[config.mk]
export PLATFORM = sky130hd
export DESIGN_NAME = wb_io_event_sampler_flat
export DESIGN_NICKNAME = d
export VERILOG_FILES = /design/src/rtl/wb_io_event_sampler_if.sv /design/src/rtl/wb_io_event_sampler.sv /design/src/flat_wrapper.sv
export SDC_FILE = /design/constraint.sdc
export NUM_CORES = 1
export LEC_CHECK = 0
export CAP_MARGIN = 20
export CELL_PAD_IN_SITES_DETAIL_PLACEMENT = 1
export CELL_PAD_IN_SITES_GLOBAL_PLACEMENT = 2
export CORE_MARGIN = 2
export CORE_UTILIZATION = 30
export CTS_BUF_LIST = sky130_fd_sc_hd__clkbuf_16
export DETAILED_ROUTE_END_ITERATION = 10
export PLACE_DENSITY = 0.94
export SLEW_MARGIN = 0
export SYNTH_ARGS = -nofsm -noshare
export SYNTH_HDL_FRONTEND = slang
export SYNTH_SLANG_ARGS = --single-unit
export TNS_END_PERCENT = 5
[constraint.sdc]
create_clock -name wb_clk_i -period 3.5 [get_ports wb_clk_i]
set_input_delay 0.7 -clock wb_clk_i [delete_from_list [all_inputs] [get_ports wb_clk_i]]
set_output_delay 0.7 -clock wb_clk_i [all_outputs]
set_load 0.01 [all_outputs]
[src/rtl/wb_io_event_sampler_if.sv]
// ---------------------------------------------------------------------------
// wb_io_event_sampler_if
// Wishbone classic slave-side bus bundle for the io_in event sampler.
//   wbs_cyc_i  bus cycle           wbs_stb_i  strobe
//   wbs_we_i   1 = write           wbs_sel_i  byte enables [3:0]
//   wbs_adr_i  byte address [31:0] wbs_dat_i  write data [31:0]
//   wbs_ack_o  acknowledge         wbs_dat_o  read data [31:0]
// The master modport drives requests; the slave modport answers them.
// ---------------------------------------------------------------------------
interface wb_io_event_sampler_if;
    logic        wbs_cyc_i;
    logic        wbs_stb_i;
    logic        wbs_we_i;
    logic [3:0]  wbs_sel_i;
    logic [31:0] wbs_adr_i;
    logic [31:0] wbs_dat_i;
    logic        wbs_ack_o;
    logic [31:0] wbs_dat_o;

    modport master (
        output wbs_cyc_i, wbs_stb_i, wbs_we_i, wbs_sel_i, wbs_adr_i, wbs_dat_i,
        input  wbs_ack_o, wbs_dat_o
    );

    modport slave (
        input  wbs_cyc_i, wbs_stb_i, wbs_we_i, wbs_sel_i, wbs_adr_i, wbs_dat_i,
        output wbs_ack_o, wbs_dat_o
    );
endinterface

[src/rtl/wb_io_event_sampler.sv]
// ---------------------------------------------------------------------------
// wb_io_event_sampler
// Wishbone classic responder that samples externally driven user I/O pins
// (io_in[37:33]), synchronises them, detects enabled rising/falling edges,
// keeps sticky per-pin event flags plus a saturating event count, and raises
// an interrupt when an enabled flag is set.
// Ports:
//   wb_clk_i   sole clock
//   wb_rst_ni  asynchronous active-low reset
//   wb         Wishbone slave bundle (cyc/stb/we/sel/adr/dat in, ack/dat out)
//   pins_i     asynchronous pin inputs [NPINS-1:0]
//   irq_o      interrupt, high while any enabled STATUS bit is set
// Register map (offset from BASE_ADDR, selected by adr[4:2]):
//   0x00 IN RO, 0x04 RISE RW, 0x08 FALL RW, 0x0C STATUS W1C,
//   0x10 IRQEN RW, 0x14 COUNT (write with sel[0]|sel[1] clears),
//   0x18/0x1C read 0, writes ignored.
// ---------------------------------------------------------------------------
module wb_io_event_sampler #(
    parameter logic [31:0] BASE_ADDR   = 32'h3000_0100,
    parameter int          NPINS       = 5,
    parameter int          SYNC_STAGES = 2
) (
    input  logic                 wb_clk_i,
    input  logic                 wb_rst_ni,
    wb_io_event_sampler_if.slave wb,
    input  logic [NPINS-1:0]     pins_i,
    output logic                 irq_o
);

    localparam int PRIME_MAX = SYNC_STAGES + 1;
    localparam int PW        = $clog2(PRIME_MAX + 1);

    localparam logic [2:0] REG_IN     = 3'd0;
    localparam logic [2:0] REG_RISE   = 3'd1;
    localparam logic [2:0] REG_FALL   = 3'd2;
    localparam logic [2:0] REG_STATUS = 3'd3;
    localparam logic [2:0] REG_IRQEN  = 3'd4;
    localparam logic [2:0] REG_COUNT  = 3'd5;

    logic [SYNC_STAGES-1:0][NPINS-1:0] sync_q, sync_d;
    logic [NPINS-1:0] prev_q, prev_d;
    logic [NPINS-1:0] rise_en_q, rise_en_d;
    logic [NPINS-1:0] fall_en_q, fall_en_d;
    logic [NPINS-1:0] status_q, status_d;
    logic [NPINS-1:0] irq_en_q, irq_en_d;
    logic [15:0]      count_q, count_d;
    logic [PW-1:0]    prime_q, prime_d;
    logic             ack_q, ack_d;
    logic [31:0]      dat_q, dat_d;

    logic [NPINS-1:0] sync_val;
    logic [NPINS-1:0] ev_pins;
    logic             any_ev;
    logic             primed;
    logic             hit;
    logic             req;
    logic             wr;
    logic [2:0]       reg_sel;
    logic [NPINS-1:0] sel_mask;
    logic [NPINS-1:0] wdata_n;
    logic [NPINS-1:0] w1c_mask;
    logic             count_clr;
    logic [31:0]      rdata;

    // Address bits below the word select, the alias bits inside the window
    // and any data/sel bits beyond the implemented pins carry no meaning here.
    logic unused_bus;
    assign unused_bus = ^{wb.wbs_adr_i[7:5], wb.wbs_adr_i[1:0], wb.wbs_dat_i, wb.wbs_sel_i};

    function automatic logic [31:0] widen(input logic [NPINS-1:0] v);
        logic [31:0] r;
        r            = '0;
        r[NPINS-1:0] = v;
        return r;
    endfunction

    assign sync_val = sync_q[SYNC_STAGES-1];
    assign primed   = (prime_q == PW'(PRIME_MAX));

    // Edges are only believed once the synchroniser and prev register hold
    // genuine post-reset samples; otherwise a pin already high at reset
    // release would look like a rising edge.
    always_comb begin
        ev_pins = '0;
        if (primed) begin
            ev_pins = (sync_val & ~prev_q & rise_en_q) | (~sync_val & prev_q & fall_en_q);
        end
        any_ev = |ev_pins;
    end

    // Bus decode: a request is only taken while ack is low, so a held strobe
    // is answered on alternate cycles.
    always_comb begin
        hit     = (wb.wbs_adr_i[31:8] == BASE_ADDR[31:8]);
        req     = wb.wbs_cyc_i & wb.wbs_stb_i & hit & ~ack_q;
        wr      = req & wb.wbs_we_i;
        reg_sel = wb.wbs_adr_i[4:2];
        wdata_n = wb.wbs_dat_i[NPINS-1:0];
        for (int i = 0; i < NPINS; i++) begin
            sel_mask[i] = wb.wbs_sel_i[i/8];
        end
    end

    // Read multiplexer; unimplemented offsets and bits above NPINS read 0.
    always_comb begin
        rdata = '0;
        case (reg_sel)
            REG_IN:     rdata = widen(sync_val);
            REG_RISE:   rdata = widen(rise_en_q);
            REG_FALL:   rdata = widen(fall_en_q);
            REG_STATUS: rdata = widen(status_q);
            REG_IRQEN:  rdata = widen(irq_en_q);
            REG_COUNT:  rdata = {16'h0000, count_q};
            default:    rdata = '0;
        endcase
    end

    // Next-state logic for synchroniser, prime counter, registers and bus.
    // An edge landing in the same cycle as a W1C or COUNT clear survives it.
    always_comb begin
        sync_d    = sync_q;
        sync_d[0] = pins_i;
        for (int s = 1; s < SYNC_STAGES; s++) begin
            sync_d[s] = sync_q[s-1];
        end
        prev_d  = sync_val;
        prime_d = primed ? prime_q : prime_q + PW'(1);

        rise_en_d = rise_en_q;
        fall_en_d = fall_en_q;
        irq_en_d  = irq_en_q;
        if (wr && reg_sel == REG_RISE) begin
            rise_en_d = (rise_en_q & ~sel_mask) | (wdata_n & sel_mask);
        end
        if (wr && reg_sel == REG_FALL) begin
            fall_en_d = (fall_en_q & ~sel_mask) | (wdata_n & sel_mask);
        end
        if (wr && reg_sel == REG_IRQEN) begin
            irq_en_d = (irq_en_q & ~sel_mask) | (wdata_n & sel_mask);
        end

        w1c_mask = '0;
        if (wr && reg_sel == REG_STATUS) begin
            w1c_mask = wdata_n & sel_mask;
        end
        status_d = (status_q & ~w1c_mask) | ev_pins;

        count_clr = wr && (reg_sel == REG_COUNT) && (wb.wbs_sel_i[0] || wb.wbs_sel_i[1]);
        count_d   = count_q;
        if (count_clr) begin
            count_d = any_ev ? 16'd1 : 16'd0;
        end else if (any_ev && count_q != 16'hFFFF) begin
            count_d = count_q + 16'd1;
        end

        ack_d = req;
        dat_d = (req && !wb.wbs_we_i) ? rdata : '0;
    end

    always_ff @(posedge wb_clk_i or negedge wb_rst_ni) begin
        if (!wb_rst_ni) begin
            sync_q    <= '0;
            prev_q    <= '0;
            rise_en_q <= '0;
            fall_en_q <= '0;
            status_q  <= '0;
            irq_en_q  <= '0;
            count_q   <= '0;
            prime_q   <= '0;
            ack_q     <= 1'b0;
            dat_q     <= '0;
        end else begin
            sync_q    <= sync_d;
            prev_q    <= prev_d;
            rise_en_q <= rise_en_d;
            fall_en_q <= fall_en_d;
            status_q  <= status_d;
            irq_en_q  <= irq_en_d;
            count_q   <= count_d;
            prime_q   <= prime_d;
            ack_q     <= ack_d;
            dat_q     <= dat_d;
        end
    end

    assign wb.wbs_ack_o = ack_q;
    assign wb.wbs_dat_o = dat_q;
    assign irq_o        = |(status_q & irq_en_q);

endmodule

[src/flat_wrapper.sv]
// flat-port wrapper written by rule: the top's interface ports become plain ports
module wb_io_event_sampler_flat 
#(
    parameter logic [31:0] BASE_ADDR   = 32'h3000_0100,
    parameter int          NPINS       = 5,
    parameter int          SYNC_STAGES = 2
)
  (wb_clk_i, wb_rst_ni, pins_i, irq_o, wb_wbs_cyc_i, wb_wbs_stb_i, wb_wbs_we_i, wb_wbs_sel_i, wb_wbs_adr_i, wb_wbs_dat_i, wb_wbs_ack_o, wb_wbs_dat_o);
  wb_io_event_sampler_if wb_i ();
  input  logic wb_clk_i;
  input  logic wb_rst_ni;
  input  logic [NPINS-1:0] pins_i;
  output logic irq_o;
  input wire logic [$bits(wb_i.wbs_cyc_i)-1:0] wb_wbs_cyc_i;
  input wire logic [$bits(wb_i.wbs_stb_i)-1:0] wb_wbs_stb_i;
  input wire logic [$bits(wb_i.wbs_we_i)-1:0] wb_wbs_we_i;
  input wire logic [$bits(wb_i.wbs_sel_i)-1:0] wb_wbs_sel_i;
  input wire logic [$bits(wb_i.wbs_adr_i)-1:0] wb_wbs_adr_i;
  input wire logic [$bits(wb_i.wbs_dat_i)-1:0] wb_wbs_dat_i;
  output wire logic [$bits(wb_i.wbs_ack_o)-1:0] wb_wbs_ack_o;
  output wire logic [$bits(wb_i.wbs_dat_o)-1:0] wb_wbs_dat_o;
  assign wb_i.wbs_cyc_i = wb_wbs_cyc_i;
  assign wb_i.wbs_stb_i = wb_wbs_stb_i;
  assign wb_i.wbs_we_i = wb_wbs_we_i;
  assign wb_i.wbs_sel_i = wb_wbs_sel_i;
  assign wb_i.wbs_adr_i = wb_wbs_adr_i;
  assign wb_i.wbs_dat_i = wb_wbs_dat_i;
  assign wb_wbs_ack_o = wb_i.wbs_ack_o;
  assign wb_wbs_dat_o = wb_i.wbs_dat_o;
  wb_io_event_sampler #(.BASE_ADDR(BASE_ADDR), .NPINS(NPINS), .SYNC_STAGES(SYNC_STAGES)) u_core (.wb_clk_i(wb_clk_i), .wb_rst_ni(wb_rst_ni), .wb(wb_i), .pins_i(pins_i), .irq_o(irq_o));
endmodule
## Word-level counts from Yosys, hierarchy flattened

Cells that the tools add are included.
W data, S select, Z words.

| cells by class | value |
|---|---|
| reductions and logical operators | 14 |
| bitwise operators | 24 |
| multiplexer cells | 7 |
| $add $sub $neg | 2 |
| eq/ne operators | 8 |

Operator list:

| operator | count |
|---|---|
| $pmux W16 S6 | 1 |
| $and A5 B5 Y5 | 10 |
| $mux W16 | 3 |
| $or A5 B5 Y5 | 5 |
| $eq A24 B22 Y1 const B | 1 |
| $not A5 Y5 | 4 |
| $add A16 B1 Y16 const B | 1 |
| $ne A16 B16 Y1 const B | 1 |
| $mux W5 | 2 |
| $reduce_or A5 Y1 | 2 |
| $logic_and A1 B1 Y1 | 8 |
| $eq A3 B2 Y1 const B | 2 |
| $eq A3 B3 Y1 const B | 2 |
| $and A1 B1 Y1 | 4 |
| $eq A3 B1 Y1 const B | 1 |
| $logic_not A3 Y1 | 1 |
| $add A2 B1 Y2 const B | 1 |
| $eq A2 B2 Y1 const B | 1 |
| $reduce_bool A2 Y1 | 1 |
| $logic_not A1 Y1 | 1 |
| $logic_or A1 B1 Y1 | 1 |
| $mux W1 | 1 |
| $not A1 Y1 | 1 |

| storage, ports and cells | value |
|---|---|
| bits in registers | 86 |
| word-level logic and storage cells | 66 |
| output and inout port bits | 34 |
| input bits | 78 |

## Logic depth before layout (Yosys ltp)

| logic depth | value |
|---|---|
| depth in word-level cells | 9 |
| depth in mapped cells | 9 |
| mapped depth without buffers | 7 |

## Worst setup path before layout

No wires, ideal clock.

| timing | value |
|---|---|
| kind | input to register |
| from | input port wb_wbs_adr_i[16] |
| to | register with a tool-made name |
| path buffers | 1 |
| data arrival time | 2.140 ns |
| setup slack | 1.232 ns |
| library setup time | 0.127 ns |
| stages on the path | 6 |
| required time | 3.373 ns |
| cell sequence | nor4_1 > nand4_1 > nor4_4 > and3_1 > buf_4 > mux2_1 |

RTL lines:

| item | RTL line | source |
|---|---|---|
| start: declaration | flat_wrapper.sv:18 | `input wire logic [$bits(wb_i.wbs_adr_i)-1:0] wb_wbs_adr_i;` |

==> flow_summary.json <==
{
  "synth_edf_count": 0,
  "first_pass_iters": 4,
  "synth_compound_gate_area_share": 0.0868,
  "final_cell_area_um2": 4310,
  "cp-start-kind": "input port",
  "synthDistinctLibCells": 46,
  "timing.fmax_mhz": 353,
  "yosys_register_bits": 70,
  "relSlewSlack": 0.459,
  "grtUsageTotal": 0.145,
  "finalHoldViolCount": 0,
  "finalNonFillerCells": 503,
  "path_clk_slew_ns": 0.05,
  "synth-adder-area-share": 0.00755,
  "die_h_um": 109,
  "worst_pin_slew_ns": 0.811,
  "synth_simple_gate_area_share": 0.191,
  "clk_path_buf_depth": 2,
  "outcome": "complete, no violations",
  "finalCriticalPeriod_ns": 2.83,
  "crit_path_end_kind": "flop",
  "die_w_um": 109,
  "syn_inst": 295,
  "p_int_mw": 1.49,
  "p_sw_frac": 0.204,
  "clock-root-buffer": "clkbuf_16",
  "n_antenna_cell": 0,
  "finalMaxSlewViolations": 0,
  "arrival_ns": 3.04,
  "htree_levels": 3,
  "drive_gt1_frac": 0.110,
  "syn_avg_cell_area_um2": 11.2,
  "dieArea_um2": 11900,
  "cts_resized": 0,
  "netSwitchingPower_mw": 0.380,
  "synth_ff_type": "dfrtp_1",
  "crit_required_ns": 3.71,
  "ios": 112,
  "row_count": 38,
  "syn2layout_area_growth_pct": 30.1,
  "fin_crit_sh": 0.810,
  "grt_pass1_wl_um": 13200,
  "cts_buffers": 9,
  "synth.area.mux_share": 0.0936,
  "synth_area_um2": 3310,
  "synth_top_family_by_area": "simple AND/OR/NAND/NOR gates",
  "num_vias": 2449,
  "hp-class": "reg2reg",
  "hpwl_um": 5910,
  "port_buffers": 61,
  "setup_viol": 0,
  "ys_warn_count": 0,
  "irDropWorstVdd_mv": 0.252,
  "drt-total-wl_um": 8040,
  "drt_iter0_drc": 78,
  "p_per_area_nw_per_um2": 433,
  "clock_latency_ns": 0.33,
  "cts_setup_buffers": 0,
  "synthXorXnorAreaFrac": 0.0344,
  "cts_tree": "done",
  "holdWs_ns": 0.347,
  "yosysSeqAreaShare": 0.529,
  "power.share.sequential": 0.441,
  "async_reset_ff_frac": 1.00,
  "hold_buffers": 0,
  "fin_nets": 438,
  "wl_per_cell_um": 16.0,
  "viasPerCell": 4.87,
  "p_leak_nw": 1.85,
  "cp_max_fo": 7,
  "fillers": 1190,
  "tns_ns": 0,
  "crit_type": "in2reg",
  "coreArea_um2": 10800,
  "rsz0062_at_grt": "no",
  "clock_sinks": 70,
  "initial_core_util": 0.307,
  "combinationalPowerShare": 0.058,
  "antenna_found_initial": 0,
  "place_area_um2": 4010,
  "dp.cells": 487,
  "grt_max_degree": 37,
  "grt_remaining_overflow": 0,
  "grt_pass1_vias": 2620,
  "drcViolationCount": 0,
  "postRouteAntennaNets": 0,
  "finClkSkew_ns": 0.00620,
  "gp_congestion": 0.853,
  "cap_violations": 0,
  "pwr-share-clk": 0.500
}
## layout by cell type, fill, tap and decap left out, types with 7 or more instances in the layout
master	count
a21oi_1	12
and3_1	8
nand2_1	20
conb_1	16
clkbuf_16	9
nand4b_1	8
nand3_1	8
clkdlybuf4s50_1	60
mux2_2	15
o21ai_0	7
dfrtp_1	70
nor2_1	23
and2_1	14
xnor2_1	13
## final timing paths
path	from	endpoint	slack, ns	cells after the start
max	wb_wbs_stb_i	flop	0.67	6
min	u_core.sync_d[8]	u_core.prev_d[3]	0.35	0
max reg2reg	u_core.prime_q[0]	u_core.count_q[10]	1.18	7
min reg2reg	u_core.sync_d[8]	u_core.prev_d[3]	0.35	0
max in group asynchronous	wb_rst_ni	u_core.prev_q[2]	2.23	2
min in group asynchronous	wb_rst_ni	u_core.wb.wbs_dat_o[11]	0.46	1
## cell usage after synthesis, types with 4 or more instances
library cell,instances,share of area
a211oi_1,4,0.0091
a21o_1,4,0.0091
a21oi_1,12,0.018
and2_1,14,0.026
and3_1,8,0.015
and4_1,4,0.011
buf_2,5,0.0075
buf_4,17,0.039
clkbuf_1,6,0.0068
dfrtp_1,70,0.53
inv_1,4,0.0045
mux2_1,5,0.017
mux2_2,15,0.051
mux2i_1,4,0.012
nand2_1,20,0.023
nand3_1,8,0.012
nand4_1,5,0.0094
nand4b_1,8,0.021
nor2_1,23,0.026
nor4_1,4,0.0075
o21ai_0,7,0.011
xnor2_1,13,0.034
## metal layers
layer / global-route usage / wire (um) / vias up
met3: 0.0395 / 506 / 9
met4: 0.0467 / 97 / 0
met1: 0.177 / 3520 / 1218
met5: 0 / 0 / -
met2: 0.250 / 3920 / 76
li1: - / - / 1146
## power by group through the flow
| stage | sequential [mW] | combinational [mW] | clock (mW) |
|---|---|---|---|
| 2_1_floorplan | 0.836 | 0.0464 | 0 |
| 3_3_place_gp | 0.837 | 0.108 | 0 |
| 3_5_place_dp | 0.838 | 0.110 | 0 |
| 4_1_cts | 0.824 | 0.111 | 0.951 |
| 5_1_grt | 0.825 | 0.120 | 0.994 |
| 6_report | 0.824 | 0.109 | 0.934 |
## layout make-up
class                   count  area, um^2  area share
clock inverters             7        80.1      0.0186
flip-flops and latches     70        1750       0.406
clock buffers               9         225      0.0522
repair buffers             65         636       0.147
well taps                 140         175      0.0406
multi-input cells         208        1430       0.331
inverters                   4        15.0     0.00348
## worst max-delay path, stage by stage
cell and delay [ns]:
clkdlybuf4s50_1 0.46, nor4bb_1 0.31, nand4_1 0.24, nor4_4 0.48, and3_1 0.47, mux2_1 0.37
## cells by family after synthesis
group,after synthesis
and+or+nand+nor,108
muxes,26
xor gates and xnor gates,13
other,1
adders and majority gates,2
DFF,70
buffers and inverters,32
AOI/OAI and AO/OA,43
## stage by stage
step                 util  power, mW  worst slack, ns
global route        0.399       1.94            0.520
finish              0.399       1.87            0.666
floorplan               -      0.883             1.23
detailed placement  0.371      0.948            0.342
CTS                 0.399       1.89            0.653
global placement    0.371      0.945            0.476
Power figures use the tool's default switching activity.
